$ cat src/rtl/cpu_pkg.sv
// Shared CPU-side constants and types for the response demux:
// channel tags, default payload width and the per-channel slot state.
package cpu_pkg;

  localparam int DATA_W_DEFAULT = 32;
  localparam int NCH            = 4;

  localparam logic [1:0] CH_IF    = 2'd0;
  localparam logic [1:0] CH_LSU   = 2'd1;
  localparam logic [1:0] CH_DBG   = 2'd2;
  localparam logic [1:0] CH_SPARE = 2'd3;

  typedef enum logic {
    SLOT_EMPTY = 1'b0,
    SLOT_FULL  = 1'b1
  } slot_state_e;

  // One-hot write strobe for the tagged channel, all zero when not enabled.
  function automatic logic [NCH-1:0] sel_onehot(input logic [1:0] sel, input logic en);
    logic [NCH-1:0] v;
    v = '0;
    if (en) begin
      v[sel] = 1'b1;
    end
    return v;
  endfunction

endpackage

$ cat src/rtl/resp_demux_1to4_if.sv
// Bundle of the upstream beat port and the four consumer channel ports.
interface resp_demux_1to4_if
  import cpu_pkg::*;
#(
  parameter int DATA_W = DATA_W_DEFAULT
) ();

  logic                  flush;
  logic                  in_valid;
  logic                  in_ready;
  logic [1:0]            in_sel;
  logic [DATA_W-1:0]     in_data;
  logic [NCH-1:0]        out_valid;
  logic [NCH-1:0]        out_ready;
  logic [NCH*DATA_W-1:0] out_data;
  logic                  busy;

  modport slave (
    input  flush,
    input  in_valid,
    input  in_sel,
    input  in_data,
    input  out_ready,
    output in_ready,
    output out_valid,
    output out_data,
    output busy
  );

  modport master (
    output flush,
    output in_valid,
    output in_sel,
    output in_data,
    output out_ready,
    input  in_ready,
    input  out_valid,
    input  out_data,
    input  busy
  );

endinterface

$ cat src/rtl/resp_slot.sv
// One-entry registered output slot with valid/ready handshake; a write in the
// same cycle as a drain refills the slot so a channel can stream every cycle.
module resp_slot
  import cpu_pkg::*;
#(
  parameter int DATA_W = DATA_W_DEFAULT
) (
  input  logic              clk,
  input  logic              rst_n,
  input  logic              flush,
  input  logic              wr_en,
  input  logic [DATA_W-1:0] wr_data,
  output logic              valid,
  input  logic              ready,
  output logic [DATA_W-1:0] data
);

  slot_state_e       r_state;
  slot_state_e       w_nextState;
  logic [DATA_W-1:0] r_data;
  logic              w_load;
  logic              w_drain;

  always_ff @(posedge clk or negedge rst_n) begin
    if (!rst_n) begin
      r_state <= SLOT_EMPTY;
      r_data  <= '0;
    end else begin
      r_state <= w_nextState;
      if (w_load) begin
        r_data <= wr_data;
      end
    end
  end

  // Flush wins over everything; a write wins over a drain so the slot refills.
  always_comb begin
    w_nextState = r_state;
    w_load      = 1'b0;
    w_drain     = (r_state == SLOT_FULL) && ready;
    if (flush) begin
      w_nextState = SLOT_EMPTY;
    end else if (wr_en) begin
      w_nextState = SLOT_FULL;
      w_load      = 1'b1;
    end else if (w_drain) begin
      w_nextState = SLOT_EMPTY;
    end
  end

  assign valid = (r_state == SLOT_FULL);
  assign data  = r_data;

endmodule

$ cat src/rtl/resp_demux_1to4.sv
// Routes one response stream to four independently back-pressured consumer
// channels (IF, LSU, DBG, SPARE) selected by a 2-bit tag.
module resp_demux_1to4
  import cpu_pkg::*;
#(
  parameter int DATA_W = DATA_W_DEFAULT
) (
  input  logic               clk,
  input  logic               rst_n,
  resp_demux_1to4_if.slave   bus
);

  logic              w_inReady;
  logic              w_accept;
  logic [NCH-1:0]    w_wrEn;
  logic [NCH-1:0]    w_slotValid;
  logic [DATA_W-1:0] w_slotData [NCH];

  // Only the addressed channel's occupancy gates acceptance, so a stalled
  // consumer never blocks beats headed elsewhere.
  assign w_inReady = !bus.flush &&
                     (!w_slotValid[bus.in_sel] || bus.out_ready[bus.in_sel]);
  assign w_accept  = bus.in_valid && w_inReady;
  assign w_wrEn    = sel_onehot(bus.in_sel, w_accept);

  for (genvar k = 0; k < NCH; k++) begin : g_slot
    resp_slot #(
      .DATA_W (DATA_W)
    ) u_slot (
      .clk     (clk),
      .rst_n   (rst_n),
      .flush   (bus.flush),
      .wr_en   (w_wrEn[k]),
      .wr_data (bus.in_data),
      .valid   (w_slotValid[k]),
      .ready   (bus.out_ready[k]),
      .data    (w_slotData[k])
    );

    assign bus.out_data[k*DATA_W +: DATA_W] = w_slotData[k];
  end

  assign bus.in_ready  = w_inReady;
  assign bus.out_valid = w_slotValid;
  assign bus.busy      = |w_slotValid;

endmodule

$ cat src/flat_wrapper.sv
// flat-port wrapper written by rule: the top's interface ports become plain ports
module resp_demux_1to4_flat import cpu_pkg::*;
#(
  parameter int DATA_W = DATA_W_DEFAULT
)
  (clk, rst_n, bus_flush, bus_in_valid, bus_in_sel, bus_in_data, bus_out_ready, bus_in_ready, bus_out_valid, bus_out_data, bus_busy);
  resp_demux_1to4_if #(.DATA_W(DATA_W)) bus_i ();
  input  logic clk;
  input  logic rst_n;
  input wire logic [$bits(bus_i.flush)-1:0] bus_flush;
  input wire logic [$bits(bus_i.in_valid)-1:0] bus_in_valid;
  input wire logic [$bits(bus_i.in_sel)-1:0] bus_in_sel;
  input wire logic [$bits(bus_i.in_data)-1:0] bus_in_data;
  input wire logic [$bits(bus_i.out_ready)-1:0] bus_out_ready;
  output wire logic [$bits(bus_i.in_ready)-1:0] bus_in_ready;
  output wire logic [$bits(bus_i.out_valid)-1:0] bus_out_valid;
  output wire logic [$bits(bus_i.out_data)-1:0] bus_out_data;
  output wire logic [$bits(bus_i.busy)-1:0] bus_busy;
  assign bus_i.flush = bus_flush;
  assign bus_i.in_valid = bus_in_valid;
  assign bus_i.in_sel = bus_in_sel;
  assign bus_i.in_data = bus_in_data;
  assign bus_i.out_ready = bus_out_ready;
  assign bus_in_ready = bus_i.in_ready;
  assign bus_out_valid = bus_i.out_valid;
  assign bus_out_data = bus_i.out_data;
  assign bus_busy = bus_i.busy;
  resp_demux_1to4 #(.DATA_W(DATA_W)) u_core (.clk(clk), .rst_n(rst_n), .bus(bus_i));
endmodule
$ cat config.mk
export PLATFORM = sky130hd
export DESIGN_NAME = resp_demux_1to4_flat
export DESIGN_NICKNAME = d
export VERILOG_FILES = /design/src/rtl/cpu_pkg.sv /design/src/rtl/resp_demux_1to4_if.sv /design/src/rtl/resp_slot.sv /design/src/rtl/resp_demux_1to4.sv /design/src/flat_wrapper.sv
export SDC_FILE = /design/constraint.sdc
export NUM_CORES = 1
export LEC_CHECK = 0
export CAP_MARGIN = 20
export CORE_MARGIN = 2
export CORE_UTILIZATION = 45
export DETAILED_ROUTE_END_ITERATION = 16
export PLACE_DENSITY = 0.77
export SYNTH_ARGS = -nofsm -noshare
export SYNTH_HDL_FRONTEND = slang
export SYNTH_SLANG_ARGS = --single-unit
$ cat constraint.sdc
create_clock -name clk -period 1.8 [get_ports clk]
set_input_delay 0.36 -clock clk [delete_from_list [all_inputs] [get_ports clk]]
set_output_delay 0.36 -clock clk [all_outputs]
set_load 0.01 [all_outputs]
==> results.json <==
{
  "area_growth_pct": 52.70,
  "dieArea_um2": 12360,
  "cts_max_level": 4,
  "utilization_pct": 69.72,
  "ant_nets": 0,
  "core_area_um2": 11320,
  "worst-path-buf-inv": 1,
  "wl_per_cell_um": 19.50,
  "ir_drop_v": 0.0008243,
  "synth_cell_types": 23,
  "clock-sinks": 132,
  "grt_pass1_wl_um": 20430,
  "grt_usage_pct": 21.45,
  "finalCriticalPeriod_ps": 1883,
  "syn-num-nets": 341,
  "synth_xor_area_share_pct": 0,
  "crit_cells": 2,
  "synth_sequential_area_ratio_pct": 63.91,
  "outcome": "finished, violations left",
  "clkTransAtPathRegs_ps": 50,
  "drc": 0,
  "critPathTopFamily": "simple AND/OR/NAND/NOR gates",
  "tns_ps": -83.15,
  "vias_per_cell": 5.066,
  "violations": "negative setup slack",
  "cts_setup_buffers": 0,
  "grt-ovfl-total": 0,
  "fp-row-count": 39,
  "firstDrtPassIters": 4,
  "synthMuxAreaShare_pct": 30.19,
  "synth_warnings": 0,
  "cts_root_buf": "clkbuf_16",
  "rsz0062_at_grt": "yes",
  "antenna_found_initial": 0,
  "yosys.area_share.adder_pct": 0,
  "fin_skew_ps": 5.168,
  "max_freq_mhz": 531.0,
  "async_flop_share_pct": 100.0,
  "crit_chain": "or4_1 > buf_2",
  "num_vias": 3308,
  "gp_congestion": 0.7474,
  "maxCapViolCount": 0,
  "clkLatencyLatePin_ps": 410,
  "grt_max_degree": 36,
  "slew_violations": 0,
  "worstPathMaxFanout": 2,
  "rr_worst_depth": 6,
  "die_h_um": 111.2,
  "p_leak_nw": 3.483,
  "yosys.area_share.simple_pct": 2.106,
  "synth_edf_count": 0,
  "path_class": "flop to primary output",
  "fin_ws_ps": -83.15,
  "synth_compound_area_share_pct": 0.7020,
  "postSynthCellCount": 299,
  "ys_seq_elements": 132,
  "io_buffers": 175,
  "clk_path_buf_depth": 2,
  "endpoint_kind": "primary output",
  "arrival_ps": 1520,
  "required_ps": 1440,
  "initial_utilization_pct": 45.66,
  "first_iter_violations": 130,
  "synth_top_family_by_area": "multiplexers",
  "hold_path.class": "input pin to asynchronous set/reset pin",
  "drive_above_1_share_pct": 37.65,
  "setup_violations": 1,
  "ioPinCount": 176,
  "cp_slowest_cell": "or4_1",
  "grt_pass1_vias": 3742,
  "cp-start-kind": "flop",
  "layout.nets": 543,
  "cts_buffers": 17,
  "worst_pin_slew_ps": 436.2,
  "postSynthAreaPerCell_um2": 17.29,
  "place_hpwl_um": 8865,
  "max-slew-margin-rel_pct": 70.92,
  "die_x_um": 111.2,
  "final_hold_viol_count": 0,
  "ys.flop_type": "dfrtp_1",
  "syn_area_um2": 5169,
  "p_per_area_nw_per_um2": 1258,
  "whs_ps": 433.0,
  "cts_tree": "yes",
  "power_mw": 9.927,
  "wl_um": 12730,
  "fillCellCount": 806,
  "fin_crit_sh_pct": 104.6,
  "critPathMaxStageDelay_ps": 550,
  "n_antenna_cell": 0
}
[through the flow]
step / std cells / setup slack, ps / instance area [µm²]
final: 653 / -83.15 / 7893
after CTS: 651 / -92.06 / 7830
after detailed placement: 622 / -379.4 / 7259
after floorplan: 299 / 353.6 / 5169
after global routing: 653 / -96.35 / 7893
after global placement: 622 / -379.1 / 7259
[Yosys cell counts (all sizes together), types with 2 or more instances]
| master | n | share of area [%] |
|---|---|---|
| mux2 | 128 | 30 |
| nand2b | 4 | 0.48 |
| dfrtp | 132 | 64 |
| buf | 17 | 2.8 |
| clkbuf | 2 | 0.19 |
| o21ai | 3 | 0.29 |
[path summary, 6_finish.rpt]
check / startpoint / end / slack (ps)
max: u_core.g_slot[1].u_slot.valid / bus_busy / -80
min: rst_n / u_core.g_slot[2].u_slot.data[1] / 430
max reg2reg: u_core.g_slot[1].u_slot.valid / u_core.g_slot[1].u_slot.data[17] / 60
min reg2reg: u_core.g_slot[0].u_slot.data[7] / u_core.g_slot[0].u_slot.data[7] / 500
max in group asynchronous: rst_n / u_core.g_slot[0].u_slot.data[17] / 760
min in group clk: u_core.g_slot[0].u_slot.data[7] / u_core.g_slot[0].u_slot.data[7] / 500
[where the power goes]
part / switching, mW / internal (mW)
combinational: 0.965 / 1.76
clock: 1.15 / 2.08
sequential: 0.359 / 3.62
[cell usage in the layout (no fill, tap or decap)]
| master | n |
|---|---|
| a21oi_1 | 1 |
| nor2b_4 | 1 |
| clkinv_2 | 2 |
| clkinvlp_4 | 1 |
| o21ai_0 | 3 |
| or4_1 | 1 |
| clkbuf_8 | 6 |
| buf_12 | 11 |
| clkdlybuf4s50_1 | 168 |
| nand4b_2 | 1 |
| mux2i_1 | 1 |
| buf_2 | 2 |
| buf_4 | 14 |
| dlymetal6s2s_1 | 1 |
| o311ai_2 | 1 |
| clkbuf_16 | 19 |
| nand4_2 | 1 |
| and4b_4 | 1 |
| mux2_4 | 29 |
| nand3_2 | 1 |
| nor2_1 | 1 |
| bufinv_16 | 1 |
| nand2b_1 | 2 |
| dfrtp_1 | 132 |
| o21bai_1 | 1 |
| dlygate4sd3_1 | 1 |
| nand2b_4 | 2 |
| nand4bb_1 | 1 |
| mux2_2 | 99 |
| dlygate4sd2_1 | 3 |
| inv_1 | 1 |
| clkbuf_1 | 1 |
[kinds of logic (layout without fill, tap and decap cells)]
kind of cell    Yosys count  count (layout)
flops                   132             132
mux                     129             129
buf+inv                  20             231
simple gates             12              12
compound gates            6               6
[metal layers]
layer	GRT usage, %	wire (µm)
met3	7.983	895
met2	34.92	6361
met5	0	0
met1	25.65	5160
met4	9.218	316
[worst reg2reg max path, stage by stage, from the launching register on]
cell,delay (ps)
dfrtp_1,390
buf_4,150
buf_4,140
nand2b_4,70
and4b_4,340
buf_12,210
mux2_4,330
[flip-flops by register name, summed over array words and instances (netlist names)]
name	flops
u_core.g_slot.u_slot.data	128
u_core.g_slot.u_slot.valid	4
[area by class of cell]
| class | count | area (µm²) | share of cell area (%) |
|---|---|---|---|
| inverter | 1 | 3.754 | 0.04756 |
| tap | 143 | 178.9 | 2.267 |
| sequential | 132 | 3303 | 41.85 |
| multi-input combinational | 147 | 1732 | 21.94 |
| clock buffer | 24 | 511.7 | 6.484 |
| timing repair buffer | 202 | 2116 | 26.81 |
| clock inverter | 4 | 47.55 | 0.6024 |
[what timing repair did]
item | 4_1_cts | 5_1_grt
endpoints found under the setup margin | 4 | 5
resized for setup | 14 | 3
hold endpoints to repair | 25 | 0
pin swaps | 1 | 2
cloned | 0 | 2
hold buffers | 1 | 0
No activity file was read; power rests on OpenSTA's default activity.
